===== src/rtl/multi_counter.sv =====
// multi_counter: N-channel W-bit up/down counter bank with wrap/saturate mode; MULTI_COUNTER_ASSERT_EN embeds SVA properties
module multi_counter #(
  parameter int W = 10,
  parameter int N = 4
) (
  input  logic           clk,
  input  logic           rst,
  input  logic           clr,
  input  logic           mode,
  input  logic [N-1:0]   en,
  input  logic [N-1:0]   dir,
  input  logic [N-1:0]   load,
  input  logic [N*W-1:0] load_val,
  output logic [N*W-1:0] count,
  output logic [N-1:0]   tc,
  output logic [N-1:0]   ovf
);
  logic [N-1:0][W-1:0] cnt_q, cnt_d, step;
  logic [N-1:0]        tc_q, tc_d, ovf_q, ovf_d, bnd;
  for (genvar i = 0; i < N; i++) begin : g_ch
    assign bnd[i]   = dir[i] ? cnt_q[i] == '0 : cnt_q[i] == '1;
    assign step[i]  = dir[i] ? cnt_q[i] - W'(1) : cnt_q[i] + W'(1);
    assign cnt_d[i] = load[i] ? load_val[i*W +: W] : (en[i] && !(bnd[i] && mode)) ? step[i] : cnt_q[i];
    assign tc_d[i]  = !load[i] && en[i] && bnd[i];
`ifdef MULTI_COUNTER_ASSERT_EN
    a_sat_up: assert property (@(posedge clk) disable iff (rst || clr)
      mode && en[i] && !load[i] && !dir[i] && cnt_q[i] == '1 |=> cnt_q[i] != '0);
    a_sat_dn: assert property (@(posedge clk) disable iff (rst || clr)
      mode && en[i] && !load[i] && dir[i] && cnt_q[i] == '0 |=> cnt_q[i] != '1);
    a_ovf_sticky: assert property (@(posedge clk) disable iff (rst || clr)
      ovf_q[i] |=> ovf_q[i]);
    a_tc_ovf: assert property (@(posedge clk) disable iff (rst || clr)
      tc_q[i] |-> ovf_q[i]);
    a_live: assert property (@(posedge clk) disable iff (rst || clr)
      !mode && en[i] && !dir[i] && !load[i] |-> s_eventually tc_q[i]);
    c_full: cover property (@(posedge clk) disable iff (rst || clr) cnt_q[i] == '1);
`endif
  end
  assign ovf_d = ovf_q | tc_d;
  // state update: rst and clr both return every channel to zero
  always_ff @(posedge clk) begin
    if (rst || clr) begin
      cnt_q <= '0;
      tc_q  <= '0;
      ovf_q <= '0;
    end else begin
      cnt_q <= cnt_d;
      tc_q  <= tc_d;
      ovf_q <= ovf_d;
    end
  end
  assign count = cnt_q;
  assign tc    = tc_q;
  assign ovf   = ovf_q;
endmodule


===== config.mk =====
export PLATFORM = sky130hd
export DESIGN_NAME = multi_counter
export DESIGN_NICKNAME = d
export VERILOG_FILES = /design/src/rtl/multi_counter.sv
export SDC_FILE = /design/constraint.sdc
export NUM_CORES = 1
export LEC_CHECK = 0
export CAP_MARGIN = 20
export CORE_ASPECT_RATIO = 0.9
export CORE_MARGIN = 2
export CORE_UTILIZATION = 45
export DETAILED_ROUTE_END_ITERATION = 12
export GPL_ROUTABILITY_DRIVEN = 0
export GPL_TIMING_DRIVEN = 1
export PLACE_DENSITY = 0.83
export SYNTH_ARGS = -nofsm -noshare
export SYNTH_HDL_FRONTEND = slang
export SYNTH_SLANG_ARGS = --single-unit

===== constraint.sdc =====
create_clock -name clk -period 2.4 [get_ports clk]
set_clock_uncertainty 0.05 [all_clocks]
set_input_delay 0.36 -clock clk [delete_from_list [all_inputs] [get_ports clk]]
set_output_delay 0.36 -clock clk [all_outputs]
set_load 0.05 [all_outputs]

### Word-level counts from Yosys, hierarchy flattened

Cells that the tools add are included.

* $add $sub $neg: 8
* equality and inequality tests: 4
* multiplexer cells: 16
* bitwise logic cells: 1
* reductions and logical operators: 33

Operator list (count)
* $mux 10: 12
* $add 10x1->10 const B: 4
* $eq 10x10->1 const B: 4
* $logic_not 10->1: 4
* $sub 10x1->10 const B: 4
* $logic_and 1x1->1: 16
* $logic_not 1->1: 8
* $reduce_bool 2->1: 4
* $mux 1: 4
* $or 4x4->4: 1
* $logic_or 1x1->1: 1

* register bits: 48
* output and inout bits: 48

### Longest topological paths before layout

Gate-level depths: netlist (run 1).

* word-level depth: 7
* mapped depth: 7
* depth with buffers taken out: 7

### Least setup slack after synthesis (run 1)

Ideal clock, no wire load.

* path kind: reg-to-reg
* start point: register cnt_q, in the netlist count[31]
* end point: register cnt_q, in the netlist count[39]
* arrival: 2.178 ns
* required time: 2.226 ns
* setup slack: 0.048 ns
* cell stages (with the launch flop): 8
* path buffers: 0
* cell sequence: dfxtp_1 -> ha_1 -> a211oi_2 -> o21ai_2 -> a2111oi_2 -> o41ai_2 -> xnor2_1 -> o211ai_2

* cells in the longest elaborated chain, start to end: 6
* elaborated cells between the ends (all ways): 12

Ends and longest elaborated chain
* start: declaration: RTL line 18 `logic [N-1:0][W-1:0] cnt_q, cnt_d, step;`
* start signal: assignment: RTL line 47 `cnt_q <= cnt_d;`
* branches (longest 6 deep; another with $add 10x1->10)

Several ways; the timed one is not identified. The select of a mux whose other input is x is not followed.
A chain may end at the register's enable or synchronous reset.

### Worst setup path after layout (run 1)

* start point: register cnt_q, in the netlist count[21]
* end point: register cnt_q, in the netlist count[29]

Same word-level chain as after synthesis.

==> results.py, run 1 <==
metrics = {
    "worst_setup_path": {
        "rr_endpoint": "count[29]",
        "path_class": "reg -> reg",
        "critPathRequiredTime_ps": 2520,
        "regToRegStartpoint": "count[21]",
        "cp_cell_sequence": "ha_1 > a211oi_1 > o21ai_1 > o41ai_2 > buf_4 > o21ai_1 > xnor2_1 > o22ai_1",
        "r2r_slack_ps": 70,
        "worstPathArrival_ps": 2450,
        "crit_path_top_delay_cell": "dfxtp_1",
        "end_kind": "register",
        "start_kind": "register",
        "crit_top_cell": "o21ai_1",
        "reg2reg_depth": 8,
        "slowest_delay_ps": 500,
        "cp_max_fo": 6,
        "crit_buf_inv": 1,
        "path_delay_family": "compound AO/OA/AOI/OAI gates",
    },
    "power_and_ir_drop": {
        "p_leak_nw": 2.289,
        "p_per_area_nw_per_um2": 447.8,
        "ir_worst_vdd_mv": 0.2026,
    },
    "sta": {
        "relSlewSlack_pct": 61.14,
        "fmax_mhz": 429.1,
        "final-setup-viol-count": 0,
        "slew_viol_final": 0,
        "period_needed_ps": 2331,
        "hold_viol": 0,
        "tightestPinTransition_ps": 581.5,
        "holdWs_ps": 407.9,
        "fin_crit_sh_pct": 97.11,
    },
    "final_layout": {
        "drive_above_1_share_pct": 14.71,
        "fin_util_pct": 67.32,
        "multi_input_area_um2": 2654,
        "area_growth_syn_to_layout_pct": 46.56,
        "fillers": 616,
        "n_antenna_cell": 0,
        "final_cells": 677,
        "regArea_um2": 960.9,
        "nets": 669,
    },
    "die": {
        "rows": 31,
        "initial_utilization_pct": 45.93,
        "io-pin-count": 104,
        "die_y_um": 89.47,
        "die_x_um": 98.96,
        "coreArea_um2": 7951,
        "die-area_um2": 8853,
    },
    "yosys": {
        "synth_seq_cells": 48,
        "synthFlopType": "dfxtp_1",
        "avgSynthCellArea_um2": 8.573,
        "ys_seq_area_share_pct": 26.31,
        "synth_edf_count": 0,
        "synth_largest_area_cell": "dfxtp_1",
        "syn-cell-area_um2": 3652,
        "synth.top_cell.area_share_pct": 26.31,
        "synthTopCellsByCount": "a21oi_1, dfxtp_1, o21ai_0",
        "synth_async_sr_flop_share_pct": 0,
        "synth_area_leaders": "dfxtp_1, ha_1, a21oi_1",
        "syn_inst": 426,
        "syn-num-nets": 518,
        "yosysWarningCount": 0,
        "yosysMostFrequentCell": "a21oi_1",
        "synth.distinct_cells": 49,
    },
    "global_route": {
        "grt_overflow": 0,
        "track_usage_pct": 25.72,
        "antenna_found_initial": 0,
        "grt_pass1_wl_mm": 18.68,
        "grt_pass1_vias": 3985,
        "grt_max_degree": 25,
    },
    "run_status": {
        "outcome": "finished, final reports clean",
    },
    "drt": {
        "antenna_left": 0,
        "avgRoutedWirePerCell_um": 16.94,
        "drc": 0,
        "finalWirelength_mm": 11.47,
        "drtIter0Drc": 153,
        "vias": 3931,
        "dr.pass1.iters": 4,
        "routed_via_density": 5.806,
    },
    "hold_path": {
        "min_to": "ovf[2]",
        "whs_path_depth": 1,
        "min_path_type": "reg -> reg",
        "hp-start": "ovf[2]",
    },
    "clock_network": {
        "root_buffer": "clkbuf_8",
        "clockBufferDepth": 2,
        "insertion_delay_ps": 300,
        "tritoncts": "built",
        "path_clk_slew_ps": 100,
        "cts_buffers": 5,
        "clkSinkCount": 48,
        "cts_hold_buf": 0,
        "htree_num_levels": 2,
    },
    "place": {
        "hpwl_mm": 8.785,
        "portBuffers": 103,
        "dp_cells": 667,
    },
    "run": {
        "drv_cap": 0,
    },
}
==> layer usage <==
metal	track usage [%]	share of wire [%]	up-vias
li1	-	-	1912
met1	32.59	44	1854
met2	45.33	49	136
met3	3.831	4.8	29
met4	8.593	2.5	0
met5	0	0	-
==> metrics by stage <==
stage | instance area, um^2 | setup WS (ps) | total power [mW] | TNS (ps)
4_1_cts | 5258 | 13.09 | 2.374 | 0
6_report | 5353 | 69.43 | 2.397 | 0
3_3_place_gp | 5152 | -194.1 | 1.814 | -2036
5_1_grt | 5353 | -58.96 | 2.520 | -67.56
2_1_floorplan | 3652 | 47.94 | 1.467 | 0
3_5_place_dp | 5152 | -357.0 | 1.851 | -4987
==> state kept, by name, indices dropped and copies added, names as in the netlist <==
register,cells
ovf,4
count,40
tc,4
==> power breakdown <==
part / internal [mW] / leakage (nW) / total (mW) / switching [mW]
clock network: 0.235 / 0.0445 / 0.521 / 0.286
logic: 0.458 / 1.85 / 0.978 / 0.521
registers: 0.835 / 0.393 / 0.898 / 0.0624
==> worst register-to-register path: stages (launching register included) <==
cell and delay, ps:
dfxtp_1 500, ha_1 320, a211oi_1 290, o21ai_1 170, o41ai_2 340, buf_4 180
o21ai_1 90, xnor2_1 160, o22ai_1 100
==> how the worst max path moves through the flow <==
stage	startpoint	end	slack (ps)	cells after the start
finish	count[21]	count[29]	70	8
detailed placement	dir[1]	count[19]	-360	9
floorplan	count[31]	count[39]	50	7
CTS	dir[3]	count[38]	10	9
global placement	dir[2]	count[28]	-190	8
global route	count[21]	count[29]	-60	8
==> cell type report <==
cell class	instances	share of cell area (%)
clock inverters	1	0.1403
well taps	99	2.314
repair buffers	157	27.28
multi-input cells	349	49.58
inverters	16	1.122
flip-flops and latches	48	17.95
clock buffers	7	1.613
==> cells in the final DEF (no fill, tap or decap), types with 3 or more instances in the layout <==
cell | netlist | final
xnor2_1 | 21 | 21
a21oi_1 | 50 | 46
xor2_1 | 17 | 17
a41oi_1 | 5 | 4
clkbuf_8 | 0 | 6
a21oi_2 | 0 | 4
dfxtp_1 | 48 | 48
or3_1 | 3 | 3
o31ai_1 | 3 | 3
inv_1 | 14 | 14
nor3_1 | 15 | 14
a211oi_1 | 6 | 5
o21ai_1 | 12 | 11
nand3_1 | 15 | 15
and2_1 | 3 | 3
nand2_1 | 7 | 7
nand4b_1 | 4 | 4
nor4_1 | 4 | 4
fa_1 | 4 | 4
o21a_1 | 3 | 3
dlymetal6s2s_1 | 0 | 3
a21o_1 | 10 | 10
a31oi_1 | 5 | 5
buf_4 | 0 | 52
nor2_1 | 21 | 20
mux2i_1 | 23 | 23
clkdlybuf4s50_1 | 0 | 100
ha_1 | 32 | 30
and3_1 | 6 | 6
nor4b_1 | 7 | 7
nand4_1 | 10 | 10
o21ai_2 | 2 | 3
o21ai_0 | 38 | 38
==> cells by family (layout without fill, tap and decap cells) <==
logic type	after synthesis	in the layout	synth area share (%)
AO/OA/AOI/OAI	151	151	26.14
AND/OR/NAND/NOR	101	101	15.55
flip-flops	48	48	26.31
XOR/XNOR	38	38	9.113
adder cells (fa/ha/maj)	36	36	13.16
buffers and inverters	29	181	3.426
multiplexers	23	23	6.304
==> timing repair <==
item | 4_1_cts | 5_1_grt
setup endpoints to repair | 1 | 17
resized for setup | 2 | 15
pin swaps | 0 | 7
setup buffers | 0 | 2
Power figures use the tool's default switching activity.
==> inputs of run 2 (changes only) <==
==> constraint.sdc (replaced) <==
create_clock -name clk -period 2.8 [get_ports clk]
set_clock_uncertainty 0.05 [all_clocks]
set_input_delay 0.42 -clock clk [delete_from_list [all_inputs] [get_ports clk]]
set_output_delay 0.42 -clock clk [all_outputs]
set_load 0.05 [all_outputs]
==> results.py, run 2 (synthesis gave the netlist of run 1 again) <==
metrics = {
    "run_status": {
        "outcome": "finished, final reports clean",
    },
    "final_layout": {
        "largest_register_ffs": 40,
        "mostFrequentLayoutCells": "clkdlybuf4s50_1, a21oi_1, dfxtp_1",
        "layout_commonest_cell": "clkdlybuf4s50_1",
        "drive_above_1_share_pct": 5.273,
        "area_growth_syn_to_layout_pct": 34.87,
        "nets": 622,
        "n_antenna_cell": 0,
        "final_cells": 630,
        "fin_area_um2": 4926,
    },
    "die": {
        "io-pin-count": 104,
        "die_y_um": 89.47,
        "die-area_um2": 8853,
        "coreArea_um2": 7951,
        "initial_utilization_pct": 45.93,
        "die_x_um": 98.96,
        "rows": 31,
    },
    "clock_network": {
        "htree_num_levels": 2,
        "path_clk_slew_ps": 100,
        "post_cts_resized": 0,
        "insertion_delay_ps": 310,
        "postCtsSetupRepairBufs": 0,
        "clkSinkCount": 48,
        "clockBufferDepth": 2,
        "root_buffer": "clkbuf_8",
        "cts_buffers": 5,
        "cts_hold_buf": 0,
        "tritoncts": "built",
    },
    "worst_setup_path": {
        "crit_path_start": "dir[0]",
        "reg2reg_depth": 7,
        "r2r_slack_ps": 670,
        "end_kind": "register",
        "worstPathArrival_ps": 2580,
        "cp_max_fo": 10,
        "path_class": "in -> reg",
        "cp-endpoint": "count[9]",
        "start_kind": "input port",
        "regToRegStartpoint": "count[0]",
        "critPathRequiredTime_ps": 2930,
        "rr_endpoint": "count[8]",
    },
    "drt": {
        "antenna_left": 0,
        "routed_via_density": 5.922,
        "routedLengthMet1_mm": 4.603,
        "top_layer_used": "met4",
        "dr.pass1.iters": 5,
        "vias": 3731,
        "avgRoutedWirePerCell_um": 16.28,
        "finalWirelength_mm": 10.26,
        "drtIter0Drc": 204,
        "met3RoutedLength_um": 614,
        "drc": 0,
        "wl_met2_mm": 4.945,
    },
    "sta": {
        "tightestPinTransition_ps": 711.9,
        "period_needed_ps": 2451,
        "rsz0062_at_grt": "false",
        "final-setup-viol-count": 0,
        "relSlewSlack_pct": 52.43,
        "hold_viol": 0,
        "fin_crit_sh_pct": 87.53,
        "slew_viol_final": 0,
        "fmax_mhz": 408.0,
        "fin_tns_setup_ps": 0,
    },
    "hold_path": {
        "min_path_type": "reg -> reg",
    },
    "global_route": {
        "grt_max_degree": 29,
        "grt_overflow": 0,
        "track_usage_pct": 22.70,
        "grt_pass1_vias": 3498,
        "antenna_found_initial": 0,
        "grt_pass1_wl_mm": 16.64,
    },
    "power_and_ir_drop": {
        "p_per_area_nw_per_um2": 409.4,
        "ir_worst_vdd_mv": 0.2032,
        "p_leak_nw": 2.030,
    },
    "place": {
        "dpl_cell_area_um2": 4815,
        "portBuffers": 103,
        "dp_cells": 622,
        "hpwl_mm": 7.958,
    },
    "run": {
        "drv_cap": 0,
    },
}
[run 2: power by group]
| group | switching, mW | internal [mW] | leakage (nW) |
|---|---|---|---|
| clock network | 0.250 | 0.265 | 0.0541 |
| logic | 0.407 | 0.325 | 1.58 |
| registers | 0.0542 | 0.716 | 0.393 |
| total | 0.711 | 1.31 | 2.03 |
[run 2: stage by stage]
stage | hold WS [ps] | total power, mW | setup slack (ps) | util (%)
2_1_floorplan | 459.9 | 1.257 | 447.9 | -
3_3_place_gp | 384.3 | 1.486 | 110.1 | 60.55
3_5_place_dp | 394.4 | 1.508 | 52.00 | 60.55
4_1_cts | 415.9 | 2.016 | 360.3 | 61.95
5_1_grt | 438.8 | 2.119 | 195.2 | 61.95
6_report | 410.5 | 2.017 | 349.3 | 61.95
[run 2: how the worst min path moves through the flow]
stage | start | slack [ps] | cells past startpoint | to
6_report | ovf[1] | 410 | 1 | ovf[1]
3_5_place_dp | ovf[1] | 390 | 1 | ovf[1]
2_1_floorplan | load[3] | 460 | 1 | tc[3]
3_3_place_gp | ovf[2] | 380 | 1 | ovf[2]
5_1_grt | ovf[1] | 440 | 1 | ovf[1]
4_1_cts | ovf[1] | 420 | 1 | ovf[1]
[run 2: critical path, stage by stage]
cell and delay (ps):
clkdlybuf4s50_1 540, buf_4 210, ha_1 260, a211oi_1 330, o21ai_0 170, a21oi_1 250
a21oi_1 130, xnor2_1 170, o22ai_1 90
[run 2: final cells by class]
| cell class | count | area, um^2 |
|---|---|---|
| multi-input cells | 349 | 2574 |
| flip-flops and latches | 48 | 960.9 |
| clock inverters | 3 | 42.54 |
| clock buffers | 5 | 68.82 |
| fillers | 679 | 3025 |
| inverters | 16 | 60.06 |
| repair buffers | 110 | 1096 |
| well taps | 99 | 123.9 |
[run 2: metal layers]
layer,up-vias,global-route usage (%)
met4,0,4.608
met2,118,39.86
li1,1821,-
met5,-,0
met1,1785,29.27
met3,7,4.613
